### src/rtl/rr_arbiter16.sv
// 16-way round-robin arbiter with a one-cycle idle gap after every release
// and an optional hold-time limit that forces a release and flags it.
module rr_arbiter16 #(
   parameter logic [7:0] TIMEOUT = 8'd255
) (
   input  logic        clk,
   input  logic        rst_n,
   input  logic [15:0] req,
   input  logic        done,
   output logic [15:0] gnt,
   output logic [3:0]  gnt_idx,
   output logic        gnt_valid,
   output logic        timeout
);

   typedef enum logic {ST_IDLE, ST_BUSY} state_t;

   state_t      r_state;
   logic [3:0]  r_ptr;
   logic [7:0]  r_cnt;
   logic [15:0] r_gnt;
   logic [3:0]  r_gnt_idx;
   logic        r_gnt_valid;
   logic        r_timeout;

   logic [15:0] w_req_rot;
   logic [3:0]  w_off;
   logic [3:0]  w_win_idx;
   logic        w_normal;
   logic        w_expire;

   // Rotate so that requester r_ptr sits at bit 0; the lowest set bit is the winner.
   assign w_req_rot = (req >> r_ptr) | (req << (5'd16 - {1'b0, r_ptr}));

   always_comb begin
      w_off = 4'd0;
      for (int k = 15; k >= 0; k--) begin
         if (w_req_rot[k]) w_off = 4'(k);
      end
   end

   assign w_win_idx = r_ptr + w_off;
   assign w_normal  = done | ~req[r_gnt_idx];
   // Counter holds (cycles granted - 1), so expiry at TIMEOUT-1 gives exactly TIMEOUT high cycles.
   assign w_expire  = (TIMEOUT != 8'd0) && (r_cnt == TIMEOUT - 8'd1);

   always_ff @(posedge clk or negedge rst_n) begin
      if (!rst_n) begin
         r_state     <= ST_IDLE;
         r_ptr       <= 4'd0;
         r_cnt       <= 8'd0;
         r_gnt       <= 16'd0;
         r_gnt_idx   <= 4'd0;
         r_gnt_valid <= 1'b0;
         r_timeout   <= 1'b0;
      end else begin
         case (r_state)
            ST_IDLE: begin
               r_timeout <= 1'b0;
               if (req != 16'd0) begin
                  r_state     <= ST_BUSY;
                  r_gnt_idx   <= w_win_idx;
                  r_gnt       <= 16'd1 << w_win_idx;
                  r_gnt_valid <= 1'b1;
                  r_cnt       <= 8'd0;
               end
            end
            ST_BUSY: begin
               if (w_normal || w_expire) begin
                  // A normal release coinciding with expiry is not reported as a timeout.
                  r_state     <= ST_IDLE;
                  r_ptr       <= r_gnt_idx + 4'd1;
                  r_gnt       <= 16'd0;
                  r_gnt_idx   <= 4'd0;
                  r_gnt_valid <= 1'b0;
                  r_timeout   <= ~w_normal;
               end else begin
                  r_cnt <= r_cnt + 8'd1;
               end
            end
            default: r_state <= ST_IDLE;
         endcase
      end
   end

   assign gnt       = r_gnt;
   assign gnt_idx   = r_gnt_idx;
   assign gnt_valid = r_gnt_valid;
   assign timeout   = r_timeout;

endmodule

### config.mk
export PLATFORM = sky130hd
export DESIGN_NAME = rr_arbiter16
export DESIGN_NICKNAME = d
export VERILOG_FILES = /design/src/rtl/rr_arbiter16.sv
export SDC_FILE = /design/constraint.sdc
export NUM_CORES = 1
export LEC_CHECK = 0
export ABC_AREA = 1
export BUFFER_PORTS_ARGS = -buffer_cell sky130_fd_sc_hd__buf_2
export CAP_MARGIN = 5
export CORE_ASPECT_RATIO = 0.7
export CORE_UTILIZATION = 40
export DETAILED_ROUTE_END_ITERATION = 16
export GPL_ROUTABILITY_DRIVEN = 0
export MAX_ROUTING_LAYER = met4
export PLACE_DENSITY_LB_ADDON = 0.3
export SLEW_MARGIN = 20
export SYNTH_ARGS = -nofsm -noshare
export SYNTH_HDL_FRONTEND = slang
export SYNTH_SLANG_ARGS = --single-unit
export TNS_END_PERCENT = 5
### constraint.sdc
create_clock -name clk -period 5 [get_ports clk]
set_clock_uncertainty 0.1 [all_clocks]
set_input_delay 0.5 -clock clk [delete_from_list [all_inputs] [get_ports clk]]
set_output_delay 0.5 -clock clk [all_outputs]
set_load 0.1 [all_outputs]
==> results of run 1 <==
[routing by layer]
| metal | vias to the layer above | global-route usage [%] | wire length (um) |
|---|---|---|---|
| li1 | 1824 | - | - |
| met1 | 1661 | 36.0 | 4900 |
| met2 | 191 | 30.3 | 3600 |
| met3 | 13 | 6.25 | 970 |
| met4 | 0 | 2.27 | 56 |
| met5 | - | - | 0 |
[layout make-up]
class / count / area, um2 / share of cell area, %
clock buffer: 5 / 125 / 3.35
clock inverter: 3 / 43.8 / 1.17
inverter: 43 / 173 / 4.62
multi-input combinational: 427 / 2120 / 56.6
sequential: 35 / 877 / 23.5
tap: 101 / 126 / 3.38
timing repair buffer: 50 / 275 / 7.37
[metrics by stage]
stage | instance area, um2 | util (%) | instances
global placement | 3560 | 44.9 | 656
finish | 3740 | 47.1 | 664
floorplan | 3310 | - | 526
CTS | 3730 | 47.0 | 664
detailed placement | 3560 | 44.9 | 656
global route | 3740 | 47.1 | 664
[cells in the mapped netlist, types with 2 or more instances]
cell type and instances:
xnor2_1 2, or2_2 2, inv_1 38, o21ai_1 9
a211oi_1 3, clkbuf_1 3, dfrtp_1 35, o21ai_0 32
nand4_1 2, nand3_1 65, xor2_1 2, nand2_2 6
inv_4 2, nor4_1 5, inv_2 3, and2_1 3
a31oi_1 2, nor3_1 14, o31ai_1 3, ha_1 7
nor2_1 42, buf_6 6, nand2_1 175, a221oi_2 2
nand2_4 2, a22o_1 3, o22ai_1 3, a21oi_1 19
buf_2 7, nor2_2 3, buf_4 2, o21ai_2 3
o211ai_1 9
[cell families (layout without fill, tap and decap cells)]
kind of cell,Yosys count,after routing,share of synthesized area [%]
AO/OA/AOI/OAI,92,92,17.2
XOR/XNOR,5,5,1.55
adder cells (fa/ha/maj),8,8,3.25
buffers and inverters,64,101,9.63
flip-flops,35,35,26.4
multiplexers,1,1,0.302
AND/OR/NAND/NOR,321,321,41.7
[worst register-to-register path, delay by kind of cell, from the launching register on]
family,cells,cell delay [ns]
simple gates,21,1.96
compound gates,3,0.43
buf+inv,5,0.65
fa+ha+maj,3,0.82
flops,1,0.42
[flip-flops by register name (all words and copies together) (netlist names)]
name	count
gnt	16
r_cnt	8
gnt_idx	4
r_ptr	4
gnt_valid	1
r_state	1
timeout	1
[timing repair]
item,in CTS,in global routing
endpoints found under the setup margin,0,6
endpoints found under the hold margin,0,0
gates resized for setup,0,3
[worst paths after layout]
kind | end | slack, ns | cells past startpoint
max | gnt[4]$_DFFE_PN0P_ | 0.54 | 32
min | gnt[10]$_DFFE_PN0P_ | 0.20 | 1
max reg2reg | gnt[4]$_DFFE_PN0P_ | 0.54 | 32
min reg2reg | gnt[5]$_DFFE_PN0P_ | 0.38 | 2
max in group asynchronous | r_ptr[1]$_DFFE_PN0P_ | 4.06 | 1
min in group clk | gnt[5]$_DFFE_PN0P_ | 0.38 | 2
==> run_results.csv, run 1 <==
group,metric,value,unit
run_status,status,"finished, final reports clean",
cts,cts_tree,"done",
synthesis,synthTopCellsByArea,"dfrtp_1 26%, nand2_1 20%, nand3_1 9.8%, o21ai_0 4.8%, nor2_1 4.8%",
synthesis,yosysWarnings,0,
sta,finalCritPeriodShare,89.2,%
cts,root_buffer,"clkbuf_16",
layout,final_common_cell,"nand2_1",
synthesis,postSynthCellCount,526,
sta,hold_violations,0,
synthesis,ys_seq_area_share,26.4,%
detailed_routing,antenna_left,0,
floorplanning,pin_count,41,
synthesis,async_reset_ff_share,100,%
detailed_routing,drt_iter0_markers,431,
sta,fin_crit,4.46,ns
cts,post_cts.repair.setup_buffers,0,
placement,place_ws,0.559,ns
setup_path,crit_family,"simple AND/OR/NAND/NOR gates",
setup_path,start_kind,"register",
placement,portBuffers,40,
sta,tns,0,ns
sta,slew_viol_final,0,
layout,fillCellCount,794,
setup_path,cp_slowest_cell,"dfrtp_1",
cts,cts_sinks,35,
global_routing,grt-ovfl-total,0,
sta,hold_ws,0.203,ns
layout,syn_to_final_growth,12.8,%
sta,relSlewSlack,48.0,%
worst_hold_path,min-delay-path-class,"in2async",
setup_path,crit_fanout,20,
synthesis,synthFlopType,"dfrtp_1",
layout,final_cell_mix,"175 x nand2_1, 65 x nand3_1, 42 x nor2_1",
setup_path,cp-startpoint,"r_ptr[0]$_DFFE_PN0P_",
sta,rsz0062_at_grt,"false",
detailed_routing,wl_per_cell,14.4,um
setup_path,worstSetupPathType,"reg2reg",
floorplanning,num_rows,27,
sta,worstMarginPinSlew,0.781,ns
cts,clk_pin_slew_worst_paths,0.06,ns
synthesis,synth_fp_nets,553,
synthesis,yosysTopAreaCellShare,26.4,%
detailed_routing,vias,3689,
synthesis,synth-edff-count,0,
floorplanning,initial_core_util,41.7,%
setup_path,cpMostUsedCell,"nand2_1",
sta,setup_viol,0,
detailed_routing,drt-total-wl,9.53,mm
placement,dpl.hpwl,7.61,mm
synthesis,syn_avg_cell_area,6.30,um2
detailed_routing,via_per_inst,5.56,
cts,cts_hold_buf,0,
setup_path,cp.required,5.10,ns
cts,htree_levels,2,
setup_path,cp.buffers_inverters,5,
setup_path,end_kind,"register",
synthesis,synth_cell_types,45,
setup_path,critPathMaxStageDelay,0.42,ns
floorplanning,coreArea,7940,um2
global_routing,grt_pass1_vias,3103,
layout,layout-drive-gt1-share,15.5,%
global_routing,grt_use_total,23.3,%
synthesis,yosys_register_bits,35,
sta,setup_slack,0.540,ns
synthesis,netlist_area,3310,um2
floorplanning,die_w,111,um
detailed_routing,dr.pass1.iters,6,
synthesis,synth.largest_area_cell,"dfrtp_1",
layout,fin_nets,589,
global_routing,grt_pass1_wl,15.7,mm
layout,antenna_cells,0,
setup_path,worstPathArrival,4.56,ns
setup_path,r2r-start,"r_ptr[0]$_DFFE_PN0P_",
cts,clkLatencyLatePin,0.28,ns
sta,fmax,224,MHz
global_routing,grt_start_max_net_pins,36,
floorplanning,die_h,78.1,um
job,max-cap-violations,0,
global_routing,antenna_found_initial,0,
cts,clock_path_buffers,2,
cts,cts_buffers,5,
floorplanning,fp.dieArea,8650,um2
detailed_routing,drc,0,
Power of run 1 is not shown: default switching activity piles up to over one toggle a cycle in this logic, so the estimate is an artifact.
==> run 2: changes to the inputs <==
--- a/config.mk
+++ b/config.mk
@@ -9,7 +9,7 @@
 export BUFFER_PORTS_ARGS = -buffer_cell sky130_fd_sc_hd__buf_2
 export CAP_MARGIN = 5
 export CORE_ASPECT_RATIO = 0.7
-export CORE_UTILIZATION = 40
+export CORE_UTILIZATION = 35
 export DETAILED_ROUTE_END_ITERATION = 16
 export GPL_ROUTABILITY_DRIVEN = 0
 export MAX_ROUTING_LAYER = met4
==> run 2 against run 1 <==
Compared with the run above: global-route usage decreased by 1.9 points; sequential share of layout area barely moved; wire length grew 6.3%; first-iteration DRC count down 3.9%; non-clock buffer count unchanged; maximum frequency is 1.2% lower; register-to-register slack lost 0.06 ns; design area down 0.10%; setup slack got worse by 0.056 ns; die area is 14% higher; largest cell class unchanged; highest routed layer unchanged.
==> run_results.csv, run 2 (same netlist as run 1, synthesis figures left out) <==
group,metric,value,unit
setup_path,r2r-end,"gnt[6]$_DFFE_PN0P_",
global_routing,grt_pass1_wl,16.5,mm
worst_hold_path,min-delay-path-class,"in2async",
floorplanning,fp.dieArea,9860,um2
setup_path,cp_slowest_cell,"dfrtp_1",
detailed_routing,drt_iter0_markers,414,
sta,fmax,221,MHz
floorplanning,pin_count,41,
detailed_routing,dr.pass1.iters,6,
sta,worstMarginPinSlew,0.800,ns
placement,dp_cells,679,
sta,setup_slack,0.484,ns
sta,fin_crit,4.52,ns
layout,final_cell_mix,"175 x nand2_1, 65 x nand3_1, 42 x nor2_1",
cts,cts_buffers,5,
sta,hold_violations,0,
layout,fin_cells,687,
detailed_routing,antenna_left,0,
setup_path,end_kind,"register",
cts,cts_hold_buf,0,
global_routing,grt_pass1_vias,3246,
layout,largest_reg_flops,16,
placement,portBuffers,40,
setup_path,critPathMaxStageDelay,0.40,ns
setup_path,worstRegToRegCells,34,
floorplanning,die_h,83.4,um
sta,finalCritPeriodShare,90.3,%
sta,slew_viol_final,0,
setup_path,worstPathArrival,4.62,ns
setup_path,r2r-start,"r_ptr[0]$_DFFE_PN0P_",
floorplanning,initial_core_util,36.4,%
setup_path,crit_fanout,20,
setup_path,cpMostUsedCell,"nand2_1",
detailed_routing,via_per_inst,5.46,
layout,fin_nets,589,
layout,syn_to_final_growth,12.7,%
cts,clk_pin_slew_worst_paths,0.05,ns
sta,relSlewSlack,46.7,%
global_routing,antenna_found_initial,0,
setup_path,cp.required,5.10,ns
placement,place_ws,0.495,ns
global_routing,grt-ovfl-total,0,
detailed_routing,drc,0,
run_status,status,"finished, final reports clean",
floorplanning,coreArea,9110,um2
floorplanning,die_w,118,um
cts,root_buffer,"clkbuf_16",
cts,clock_path_buffers,2,
cts,clkLatencyLatePin,0.27,ns
placement,dpl.hpwl,7.99,mm
detailed_routing,vias,3754,
layout,fillCellCount,971,
cts,cts_tree,"done",
global_routing,grt_start_max_net_pins,36,
sta,tns,0,ns
job,max-cap-violations,0,
cts,cts_sinks,35,
sta,rsz0062_at_grt,"false",
detailed_routing,wl_per_cell,14.7,um
setup_path,start_kind,"register",
layout,final_common_cell,"nand2_1",
layout,antenna_cells,0,
setup_path,worstSetupPathType,"reg2reg",
global_routing,grt_use_total,21.3,%
floorplanning,num_rows,29,
sta,setup_viol,0,
layout,layout-drive-gt1-share,15.1,%
detailed_routing,drt-total-wl,10.1,mm
cts,htree_levels,2,
setup_path,reg2reg_setup_slack,0.48,ns
==> run 2: cell count changes in the layout (fill, tap and decap cells not counted), sizes merged <==
cell | previous run | this run
clkbuf | 5 | 7
inv | 42 | 43
clkinv | 2 | 1
bufinv | 1 | 0
clkinvlp | 1 | 0
==> run 2: stage by stage <==
stage | instance area [um2] | hold slack (ns) | utilization, %
detailed placement | 3590 | 0.362 | 39.4
finish | 3730 | 0.215 | 41.0
CTS | 3730 | 0.239 | 40.9
global placement | 3590 | 0.362 | 39.4
global route | 3730 | 0.270 | 41.0
floorplan | 3310 | 0.104 | -
==> run 2: routing by layer <==
layer  vias to the layer above  GRT usage [%]  wire length, um
met5                         -              -                0
met4                         0           2.80               72
met3                         6           3.37              929
met2                       198           28.1             3950
met1                      1724           33.8             5170
li1                       1826              -                -
==> run 2: worst max-delay path: cells and delay by family, from the launching register on <==
family / cells / cell delay (ns)
compound gates: 2 / 0.26
simple gates: 24 / 2.14
flops: 1 / 0.40
buf+inv: 5 / 0.70
fa+ha+maj: 3 / 0.83
==> run 2: area by class of cell <==
class	instances	area, um2	area share (%)
Timing Repair Buffer	50	275	7.37
Tap cell	124	155	4.16
Clock buffer	7	133	3.55
Clock inverter	1	5.00	0.134
Sequential cell	35	877	23.5
Inverter	43	166	4.46
Multi-Input combinational cell	427	2120	56.8
==> run 2: how the worst max path moves through the flow <==
stage | start | to | slack [ns]
after detailed placement | r_ptr[1]$_DFFE_PN0P_ | gnt[5]$_DFFE_PN0P_ | 0.50
after global placement | r_ptr[1]$_DFFE_PN0P_ | gnt[5]$_DFFE_PN0P_ | 0.62
after floorplan | r_ptr[1]$_DFFE_PN0P_ | gnt[4]$_DFFE_PN0P_ | 0.91
after global routing | r_ptr[0]$_DFFE_PN0P_ | gnt[4]$_DFFE_PN0P_ | 0.06
final | r_ptr[0]$_DFFE_PN0P_ | gnt[6]$_DFFE_PN0P_ | 0.48
after CTS | r_ptr[1]$_DFFE_PN0P_ | gnt[5]$_DFFE_PN0P_ | 0.43
==> run 2: what timing repair did <==
item,4_1_cts,5_1_grt
endpoints found under the setup margin,0,3
setup buffers,0,0
gates resized for setup,0,2
Power of run 2 is left out for the same reason.
